**src/rtl/program_loader_if.sv**
```systemverilog
// Byte-stream input and instruction-RAM write/status bundle for program_loader.
interface program_loader_if #(
    parameter int ADDR_WIDTH = 16
);
    logic                  iStart;
    logic                  iByteValid;
    logic [7:0]            iByte;
    logic                  oWriteEnable;
    logic [ADDR_WIDTH-1:0] oWriteAddress;
    logic [27:0]           oInstruction;
    logic                  oCpuReset;
    logic                  oDone;
    logic                  oError;
    logic [1:0]            oErrorCode;

    modport master (
        output iStart, iByteValid, iByte,
        input  oWriteEnable, oWriteAddress, oInstruction,
        input  oCpuReset, oDone, oError, oErrorCode
    );

    modport slave (
        input  iStart, iByteValid, iByte,
        output oWriteEnable, oWriteAddress, oInstruction,
        output oCpuReset, oDone, oError, oErrorCode
    );
endinterface

```
**src/rtl/program_loader.sv**
```systemverilog
// Framed byte stream -> 28-bit instruction-RAM writes, core held in reset until a good checksum.
// Write strobe 1 cycle after each 4th data byte, status 1 cycle after CSUM; no backpressure, a byte per cycle accepted.
module program_loader #(
    parameter int          ADDR_WIDTH     = 16,
    parameter logic [7:0]  HEADER         = 8'hA5,
    parameter int          TIMEOUT_CYCLES = 1000
) (
    input  logic            Clock,
    input  logic            Reset,
    program_loader_if.slave bus
);
    localparam int            TW           = $clog2(TIMEOUT_CYCLES + 1);
    localparam logic [TW-1:0] TIMEOUT_LAST = TW'(TIMEOUT_CYCLES - 1);

    typedef enum logic [2:0] {
        WAIT_HDR,
        GET_COUNT,
        GET_DATA,
        GET_CSUM,
        DONE,
        ERROR
    } state_t;

    state_t                state,        stateNext;
    logic [7:0]            frameCount,   frameCountNext;
    logic [7:0]            instrCount,   instrCountNext;
    logic [7:0]            checksum,     checksumNext;
    logic [1:0]            byteIndex,    byteIndexNext;
    logic [23:0]           lowBytes,     lowBytesNext;
    logic [TW-1:0]         idleCount,    idleCountNext;
    logic                  writeEnable,  writeEnableNext;
    logic [ADDR_WIDTH-1:0] writeAddress, writeAddressNext;
    logic [27:0]           instruction,  instructionNext;
    logic [1:0]            errorCode,    errorCodeNext;
    logic                  inFrame;

    always_ff @(posedge Clock) begin
        if (Reset) begin
            state        <= WAIT_HDR;
            frameCount   <= '0;
            instrCount   <= '0;
            checksum     <= '0;
            byteIndex    <= '0;
            lowBytes     <= '0;
            idleCount    <= '0;
            writeEnable  <= 1'b0;
            writeAddress <= '0;
            instruction  <= '0;
            errorCode    <= '0;
        end else begin
            state        <= stateNext;
            frameCount   <= frameCountNext;
            instrCount   <= instrCountNext;
            checksum     <= checksumNext;
            byteIndex    <= byteIndexNext;
            lowBytes     <= lowBytesNext;
            idleCount    <= idleCountNext;
            writeEnable  <= writeEnableNext;
            writeAddress <= writeAddressNext;
            instruction  <= instructionNext;
            errorCode    <= errorCodeNext;
        end
    end

    always_comb begin
        stateNext        = state;
        frameCountNext   = frameCount;
        instrCountNext   = instrCount;
        checksumNext     = checksum;
        byteIndexNext    = byteIndex;
        lowBytesNext     = lowBytes;
        idleCountNext    = idleCount;
        writeEnableNext  = 1'b0;
        writeAddressNext = writeAddress;
        instructionNext  = instruction;
        errorCodeNext    = errorCode;
        inFrame          = (state == GET_COUNT) || (state == GET_DATA) || (state == GET_CSUM);

        // Address advances in the cycle after the strobe so the RAM sees a stable address.
        if (writeEnable) begin
            writeAddressNext = writeAddress + ADDR_WIDTH'(1);
        end

        if (inFrame) begin
            if (bus.iByteValid) begin
                idleCountNext = '0;
            end else if (idleCount == TIMEOUT_LAST) begin
                stateNext     = ERROR;
                errorCodeNext = 2'd3;
            end else begin
                idleCountNext = idleCount + TW'(1);
            end
        end

        case (state)
            WAIT_HDR: begin
                if (bus.iByteValid && (bus.iByte == HEADER)) begin
                    stateNext      = GET_COUNT;
                    checksumNext   = '0;
                    byteIndexNext  = '0;
                    instrCountNext = '0;
                    idleCountNext  = '0;
                end
            end
            GET_COUNT: begin
                if (bus.iByteValid) begin
                    if (bus.iByte == 8'd0) begin
                        stateNext     = ERROR;
                        errorCodeNext = 2'd1;
                    end else begin
                        frameCountNext   = bus.iByte;
                        writeAddressNext = '0;
                        stateNext        = GET_DATA;
                    end
                end
            end
            GET_DATA: begin
                if (bus.iByteValid) begin
                    checksumNext = checksum ^ bus.iByte;
                    if (byteIndex == 2'd3) begin
                        // Upper nibble of the last byte is padding beyond the 28-bit word.
                        writeEnableNext = 1'b1;
                        instructionNext = {bus.iByte[3:0], lowBytes};
                        byteIndexNext   = '0;
                        instrCountNext  = instrCount + 8'd1;
                        if (instrCount == frameCount - 8'd1) begin
                            stateNext = GET_CSUM;
                        end
                    end else begin
                        lowBytesNext  = {bus.iByte, lowBytes[23:8]};
                        byteIndexNext = byteIndex + 2'd1;
                    end
                end
            end
            GET_CSUM: begin
                if (bus.iByteValid) begin
                    if (bus.iByte == checksum) begin
                        stateNext = DONE;
                    end else begin
                        stateNext     = ERROR;
                        errorCodeNext = 2'd2;
                    end
                end
            end
            DONE, ERROR: begin
                if (bus.iStart) begin
                    stateNext      = WAIT_HDR;
                    errorCodeNext  = '0;
                    checksumNext   = '0;
                    byteIndexNext  = '0;
                    instrCountNext = '0;
                    idleCountNext  = '0;
                    frameCountNext = '0;
                end
            end
            default: stateNext = WAIT_HDR;
        endcase
    end

    assign bus.oWriteEnable  = writeEnable;
    assign bus.oWriteAddress = writeAddress;
    assign bus.oInstruction  = instruction;
    assign bus.oCpuReset     = (state != DONE);
    assign bus.oDone         = (state == DONE);
    assign bus.oError        = (state == ERROR);
    assign bus.oErrorCode    = errorCode;
endmodule

```
**src/flat_wrapper.sv**
```systemverilog
// flat-port wrapper written by rule: the top's interface ports become plain ports
module program_loader_flat 
#(
    parameter int          ADDR_WIDTH     = 16,
    parameter logic [7:0]  HEADER         = 8'hA5,
    parameter int          TIMEOUT_CYCLES = 1000
)
  (Clock, Reset, bus_iStart, bus_iByteValid, bus_iByte, bus_oWriteEnable, bus_oWriteAddress, bus_oInstruction, bus_oCpuReset, bus_oDone, bus_oError, bus_oErrorCode);
  program_loader_if #(.ADDR_WIDTH(ADDR_WIDTH)) bus_i ();
  input  logic Clock;
  input  logic Reset;
  input wire logic [$bits(bus_i.iStart)-1:0] bus_iStart;
  input wire logic [$bits(bus_i.iByteValid)-1:0] bus_iByteValid;
  input wire logic [$bits(bus_i.iByte)-1:0] bus_iByte;
  output wire logic [$bits(bus_i.oWriteEnable)-1:0] bus_oWriteEnable;
  output wire logic [$bits(bus_i.oWriteAddress)-1:0] bus_oWriteAddress;
  output wire logic [$bits(bus_i.oInstruction)-1:0] bus_oInstruction;
  output wire logic [$bits(bus_i.oCpuReset)-1:0] bus_oCpuReset;
  output wire logic [$bits(bus_i.oDone)-1:0] bus_oDone;
  output wire logic [$bits(bus_i.oError)-1:0] bus_oError;
  output wire logic [$bits(bus_i.oErrorCode)-1:0] bus_oErrorCode;
  assign bus_i.iStart = bus_iStart;
  assign bus_i.iByteValid = bus_iByteValid;
  assign bus_i.iByte = bus_iByte;
  assign bus_oWriteEnable = bus_i.oWriteEnable;
  assign bus_oWriteAddress = bus_i.oWriteAddress;
  assign bus_oInstruction = bus_i.oInstruction;
  assign bus_oCpuReset = bus_i.oCpuReset;
  assign bus_oDone = bus_i.oDone;
  assign bus_oError = bus_i.oError;
  assign bus_oErrorCode = bus_i.oErrorCode;
  program_loader #(.ADDR_WIDTH(ADDR_WIDTH), .HEADER(HEADER), .TIMEOUT_CYCLES(TIMEOUT_CYCLES)) u_core (.Clock(Clock), .Reset(Reset), .bus(bus_i));
endmodule
```
**config.mk**
```make
export PLATFORM = sky130hd
export DESIGN_NAME = program_loader_flat
export DESIGN_NICKNAME = d
export VERILOG_FILES = /design/src/rtl/program_loader_if.sv /design/src/rtl/program_loader.sv /design/src/flat_wrapper.sv
export SDC_FILE = /design/constraint.sdc
export NUM_CORES = 1
export LEC_CHECK = 0
export BUFFER_PORTS_ARGS = -buffer_cell sky130_fd_sc_hd__buf_2
export CAP_MARGIN = 20
export CORE_UTILIZATION = 62
export DETAILED_ROUTE_END_ITERATION = 8
export GPL_TIMING_DRIVEN = 0
export PLACE_DENSITY = 0.84
export SETUP_SLACK_MARGIN = 0.1
export SLEW_MARGIN = 5
export SYNTH_ARGS = -nofsm -noshare
export SYNTH_HDL_FRONTEND = slang
export SYNTH_SLANG_ARGS = --single-unit
```
**constraint.sdc**
```tcl
create_clock -name Clock -period 3.3 [get_ports Clock]
set_input_delay 0.165 -clock Clock [delete_from_list [all_inputs] [get_ports Clock]]
set_output_delay 0.165 -clock Clock [all_outputs]
set_load 0.05 [all_outputs]
```
==> results of run 1 <==
[per-layer routing]
metal / track usage / up-vias
li1: - / 2308
met1: 0.3583 / 2223
met2: 0.5210 / 178
met3: 0.05419 / 14
met4: 0.09231 / 0
met5: 0 / -
[per-stage QoR]
step                area [µm²]  hold WS (ns)  total power, mW    util  setup slack [ns]
global placement          5484        0.4394            1.433  0.6988            0.7779
finish                    5689       0.04950            2.224  0.7250            0.5819
detailed placement        5484        0.4448            1.434  0.6988            0.7176
global route              5689       0.04442            2.286  0.7250            0.3488
floorplan                 5091        0.3010            1.410       -             1.293
CTS                       5689       0.03737            2.234  0.7250            0.6466
[power groups by stage]
stage,registers (mW),logic [mW],clock network (mW)
after floorplan,1.36,0.0522,0
after global routing,1.33,0.0836,0.875
after global placement,1.36,0.0752,0
after CTS,1.33,0.0764,0.831
final,1.33,0.0780,0.818
after detailed placement,1.36,0.0764,0
[worst max-delay path, stage by stage, from the launching register on]
cell and delay [ns]:
dfxtp_1 0.33, clkbuf_2 0.23, clkbuf_1 0.40, nand2_1 0.35, nor3_1 0.65, clkbuf_1 0.43, nand2_1 0.11, a21oi_1 0.14
[sequential cells by signal (all words and copies together), names as in the netlist]
name                      cells
u_core.bus.oErrorCode         2
u_core.bus.oInstruction      28
u_core.bus.oWriteAddress     16
u_core.bus.oWriteEnable       1
u_core.byteIndex              2
u_core.checksum               8
u_core.frameCount             8
u_core.idleCount             10
u_core.instrCount             8
u_core.lowBytes              24
u_core.state                  3
[cell type report]
| class | count | area [µm²] | share of cell area |
|---|---|---|---|
| inverter | 11 | 41.29 | 0.007258 |
| clock buffer | 9 | 123.9 | 0.02177 |
| buffer | 40 | 224.0 | 0.03937 |
| multi-input combinational | 470 | 2624 | 0.4612 |
| sequential | 110 | 2202 | 0.3871 |
| tap | 102 | 127.6 | 0.02243 |
| timing repair buffer | 53 | 265.3 | 0.04662 |
| clock inverter | 7 | 81.33 | 0.01430 |
[path summary, 6_finish.rpt]
check,start,end,slack [ns],cells after the start
setup / recovery,u_core.state[1],u_core.lowBytes[11],0.58,7
hold / removal,bus_iByte[1],u_core.lowBytes[17],0.05,3
setup reg to reg,u_core.state[1],u_core.lowBytes[11],0.58,7
hold reg to reg,u_core.bus.oInstruction[1],u_core.bus.oInstruction[1],0.46,2
[cells by family (layout without fill, tap and decap cells)]
kind of cell | Yosys count | after routing
XOR/XNOR | 33 | 33
AO/OA/AOI/OAI | 147 | 147
buffers and inverters | 51 | 120
adder cells (fa/ha/maj) | 5 | 5
AND/OR/NAND/NOR | 282 | 282
flip-flops | 110 | 110
multiplexers | 3 | 3
[layout by cell type, fill, tap and decap left out, types with 11 or more instances in the layout]
cell type / Yosys / routed
buf_2: 3 / 56
clkbuf_1: 25 / 25
a21oi_1: 92 / 92
nor2_1: 45 / 45
nand2_1: 128 / 128
nand3_1: 20 / 20
o21ai_0: 23 / 23
inv_1: 11 / 11
xnor2_1: 24 / 24
dfxtp_1: 110 / 110
clkbuf_8: 2 / 11
nand2b_1: 14 / 14
==> flow_summary.ini, run 1 <==
[pwr]
cell_internal_pwr_mw = 1.658
power_density_nw_per_um2 = 390.9
irDropWorstVdd_v = 0.0003568
power.switching_fraction = 0.2546
total_leakage_power_nw = 2.060
power.net_switching_mw = 0.5662
seqPwrFrac = 0.597
power_frac_comb = 0.035
clock_power_share = 0.368

[timing]
period_needed_ns = 2.718
worst_pin_slew_ns = 0.9185
period_utilisation_layout = 0.8237
rsz0062_at_grt = false
timing.fmax_mhz = 367.9
hold_viol = 0
setup_total_negative_slack_ns = 0
timing.final.max_slew_violations = 0
skew_ns = 0.02109
setup_viol = 0
slew-limit-headroom = 0.3820

[route]
met2RoutedLength_um = 6097
wirelength_met1_um = 5189
drcViolationCount = 0
route.vias.total = 4723
wl_per_cell_um = 15.27
detail_route.first_pass.iterations = 5
drt.antenna.violating_nets = 0
wl_met3_um = 827
wirelength_um = 12250
highest-signal-layer = met4
dr.first_iter.drc_count = 263
via_per_inst = 5.889

[yosys]
synth_cell_types = 63
synthMostInstantiatedCell = nand2_1
largest_cells_by_area_after_synthesis = dfxtp_1 43%, nand2_1 9.4%, a21oi_1 9.0%
synth_area_in_compound_gates = 0.1701
yosys.area_share.adder = 0.01229
synth-edff-count = 0
combinational_family_with_the_most_area_after_synthesis = simple AND/OR/NAND/NOR gates
postSynthAreaPerCell_um2 = 8.068
synth-simple-area-share = 0.2701
postSynthRegisterBits = 110
synth.top_cell.area_share = 0.4325
post_synth_most_frequent_cells = 128 x nand2_1, 110 x dfxtp_1, 92 x a21oi_1
yosys-mux-area-fraction = 0.006144
synth_seq_area_share = 0.4325
yosysWarnings = 0
syn-instance-count = 631
postSynth.topFlopCell = dfxtp_1
asyncSetResetFlopFracSynth = 0
synth_area_um2 = 5091
synthesized_area_fraction_occupied_by_xor_and_xnor_cells = 0.05677
synth_nets = 648
synth_top_area_cell = dfxtp_1

[clock_network]
h_tree_levels = 3
cts_setup_buffers = 0
worstSkewPairLatency_ns = 0.38
cts-resized-gates = 0
buffer_levels_on_the_longest_clock_path = 2
tritoncts = yes
clock_slew_seen_by_the_registers_of_the_worst_setup_and_hold_paths_ns = 0.12
sink_count = 110
cts_buffers = 9
post_cts_hold_buffer_count = 0
ctsRootBufferMaster = clkbuf_8

[finish]
fillCellCount = 655
syn_to_final_growth_pct = 11.75
finish.net_count = 712
post_layout_nonfiller_instances = 802
diodes = 0
drive_gt1_frac = 0.1471

[setup_path]
worstSetupStartpointType = register
path_max_fanout = 10
timing.critical_path.required_ns = 3.61
setup.worst_path.class = reg2reg
timing.critical_path.arrival_ns = 3.03
end_kind = register

[floorplan]
initial_core_util = 0.6488
vertical_die_dimension_um = 92.62
std_cell_rows = 32
ioPinCount = 62
dieArea_um2 = 8578
fp.coreArea_um2 = 7848
chipWidth_um = 92.62

[placed_design]
port_buffers = 53
placedCellCount = 786
dp.final_hpwl_um = 8877
finalWeightedCongestion = 0.8763

[global_route]
globalRouteOverflowTotal = 0
antenna_found_initial = 0
global_route_wire_length_before_repair_um = 20070
grt_usage = 0.2934
grt_pass1_vias = 4372
grt_max_degree = 23

[run_status]
run_status = finished, final reports clean

[run]
timing.max_cap.violations = 0

[worst_hold_path]
worst_hold_path_type = in2reg
Power figures use the tool's default switching activity.
==> run 2: changes to the inputs <==
Settings changed: CORE_UTILIZATION 62 to 52, PLACE_DENSITY 0.84 to 0.75.
Clock period 3.3 ns to 2.5 ns, I/O delays scaled along.
==> flow_summary.ini, run 2 (synthesized netlist as in run 1, its figures left out) <==
[run_status]
run_status = finished, final reports clean

[floorplan]
std_cell_rows = 35
dieArea_um2 = 10190
fp.coreArea_um2 = 9371
initial_core_util = 0.5433
ioPinCount = 62
chipWidth_um = 100.9
vertical_die_dimension_um = 100.9

[placed_design]
finalWeightedCongestion = 0.8827
port_buffers = 53
dp.final_hpwl_um = 9081

[route]
wl_per_cell_um = 14.65
drcViolationCount = 0
detail_route.first_pass.iterations = 5
dr.first_iter.drc_count = 170
route.vias.total = 4677
drt.antenna.violating_nets = 0
wirelength_um = 12190
via_per_inst = 5.621

[pwr]
power_density_nw_per_um2 = 522.2
seqPwrFrac = 0.580
power.switching_fraction = 0.2675
power_frac_comb = 0.036
power.net_switching_mw = 0.8087
cell_internal_pwr_mw = 2.215
clock_power_share = 0.384
total_leakage_power_nw = 2.096
total_power_mw = 3.023
irDropWorstVdd_v = 0.0003415

[global_route]
grt_usage = 0.2473
grt_pass1_vias = 4290
grt_max_degree = 25
global_route_wire_length_before_repair_um = 19950
globalRouteOverflowTotal = 0
antenna_found_initial = 0

[timing]
rsz0062_at_grt = false
setup_viol = 0
worst_pin_slew_ns = 0.9645
setup_total_negative_slack_ns = 0
timing.fmax_mhz = 427.3
holdWs_ns = 0.02742
slew-limit-headroom = 0.3511
period_needed_ns = 2.340
skew_ns = 0.01914
timing.final.max_slew_violations = 0
hold_viol = 0
period_utilisation_layout = 0.9361

[finish]
most_frequent_standard_cell_in_the_layout_excluding_fill_and_tap_cells = nand2_1
fillCellCount = 874
post-route-util = 0.6178
drive_gt1_frac = 0.1579
total_area_of_multi_input_combinational_cells_um2 = 2638
diodes = 0
layout.area.seq_um2 = 2202
final_cell_mix = 127 x nand2_1, 110 x dfxtp_1, 92 x a21oi_1
syn_to_final_growth_pct = 13.71
largest_register_ffs = 28
finish.net_count = 715

[setup_path]
worstPathCellList = dlygate4sd3_1 > buf_6 > or4_4 > or3_4 > o41ai_4 > clkbuf_4 > nor2_1
crit_slowest_cell = or4_4
critPathTopFamily = simple AND/OR/NAND/NOR gates
path_max_fanout = 10
worstPathBufferInverterCount = 3
timing.critical_path.required_ns = 2.78
end_kind = register
setup.worst_path.class = in2reg
worstSetupStartpointType = primary input
cpPeakStageDelay_ns = 0.58
timing.critical_path.arrival_ns = 2.62

[clock_network]
tritoncts = yes
h_tree_levels = 3
clock_slew_seen_by_the_registers_of_the_worst_setup_and_hold_paths_ns = 0.13
cts_buffers = 9
sink_count = 110
ctsRootBufferMaster = clkbuf_8
buffer_levels_on_the_longest_clock_path = 2
worstSkewPairLatency_ns = 0.39

[run]
timing.max_cap.violations = 0

[worst_hold_path]
worst_hold_path_type = in2reg
==> run 2: worst min-delay path: stages <==
cell and delay (ns):
buf_2 0.14, nand2_1 0.06, a21oi_1 0.05
==> run 2: per-stage QoR <==
stage,std cells,area [µm²],setup slack [ns]
2_1_floorplan,631,5091,0.4927
3_3_place_gp,813,5518,-0.004033
3_5_place_dp,813,5518,-0.06561
4_1_cts,829,5753,0.1176
5_1_grt,832,5789,0.1246
6_report,832,5789,0.1597
==> run 2: path summary, 6_finish.rpt <==
check	startpoint	endpoint	slack, ns	depth (start not counted)
setup / recovery	bus_iByte[1]	u_core.instrCount[2]	0.16	7
hold / removal	bus_iByte[4]	u_core.lowBytes[20]	0.03	3
setup reg to reg	u_core.state[0]	u_core.bus.oInstruction[10]	0.33	8
hold reg to reg	u_core.bus.oInstruction[13]	u_core.bus.oInstruction[13]	0.46	2
==> run 2: power groups by stage <==
| stage | Sequential [mW] | Clock, mW | Combinational [mW] |
|---|---|---|---|
| global placement | 1.79 | 0 | 0.101 |
| CTS | 1.75 | 1.18 | 0.104 |
| floorplan | 1.79 | 0 | 0.0689 |
| finish | 1.75 | 1.16 | 0.109 |
| global route | 1.75 | 1.24 | 0.117 |
| detailed placement | 1.79 | 0 | 0.102 |
==> run 2: repair_timing <==
action                                 4_1_cts  5_1_grt
buffers inserted                             0        3
setup endpoints to repair                   30       40
hold buffers                                 1        0
endpoints found under the hold margin        2        0
pin swaps                                    0        1
gates resized for setup                      2        7
==> run 2: layout make-up <==
type | count | area share
plain buffers | 39 | 0.03912
clock buffers | 9 | 0.02140
clock inverters | 7 | 0.01707
inverters | 11 | 0.007132
multi-input cells | 470 | 0.4556
flip-flops and latches | 110 | 0.3804
well taps | 129 | 0.02788
repair buffers | 57 | 0.05144
==> run 2: routing by layer <==
layer | track usage | share of wire | vias up
met3 | 0.04300 | 0.061 | 17
met2 | 0.4252 | 0.48 | 135
li1 | - | - | 2316
met4 | 0.09253 | 0.016 | 0
met5 | 0 | 0 | -
met1 | 0.3095 | 0.44 | 2209
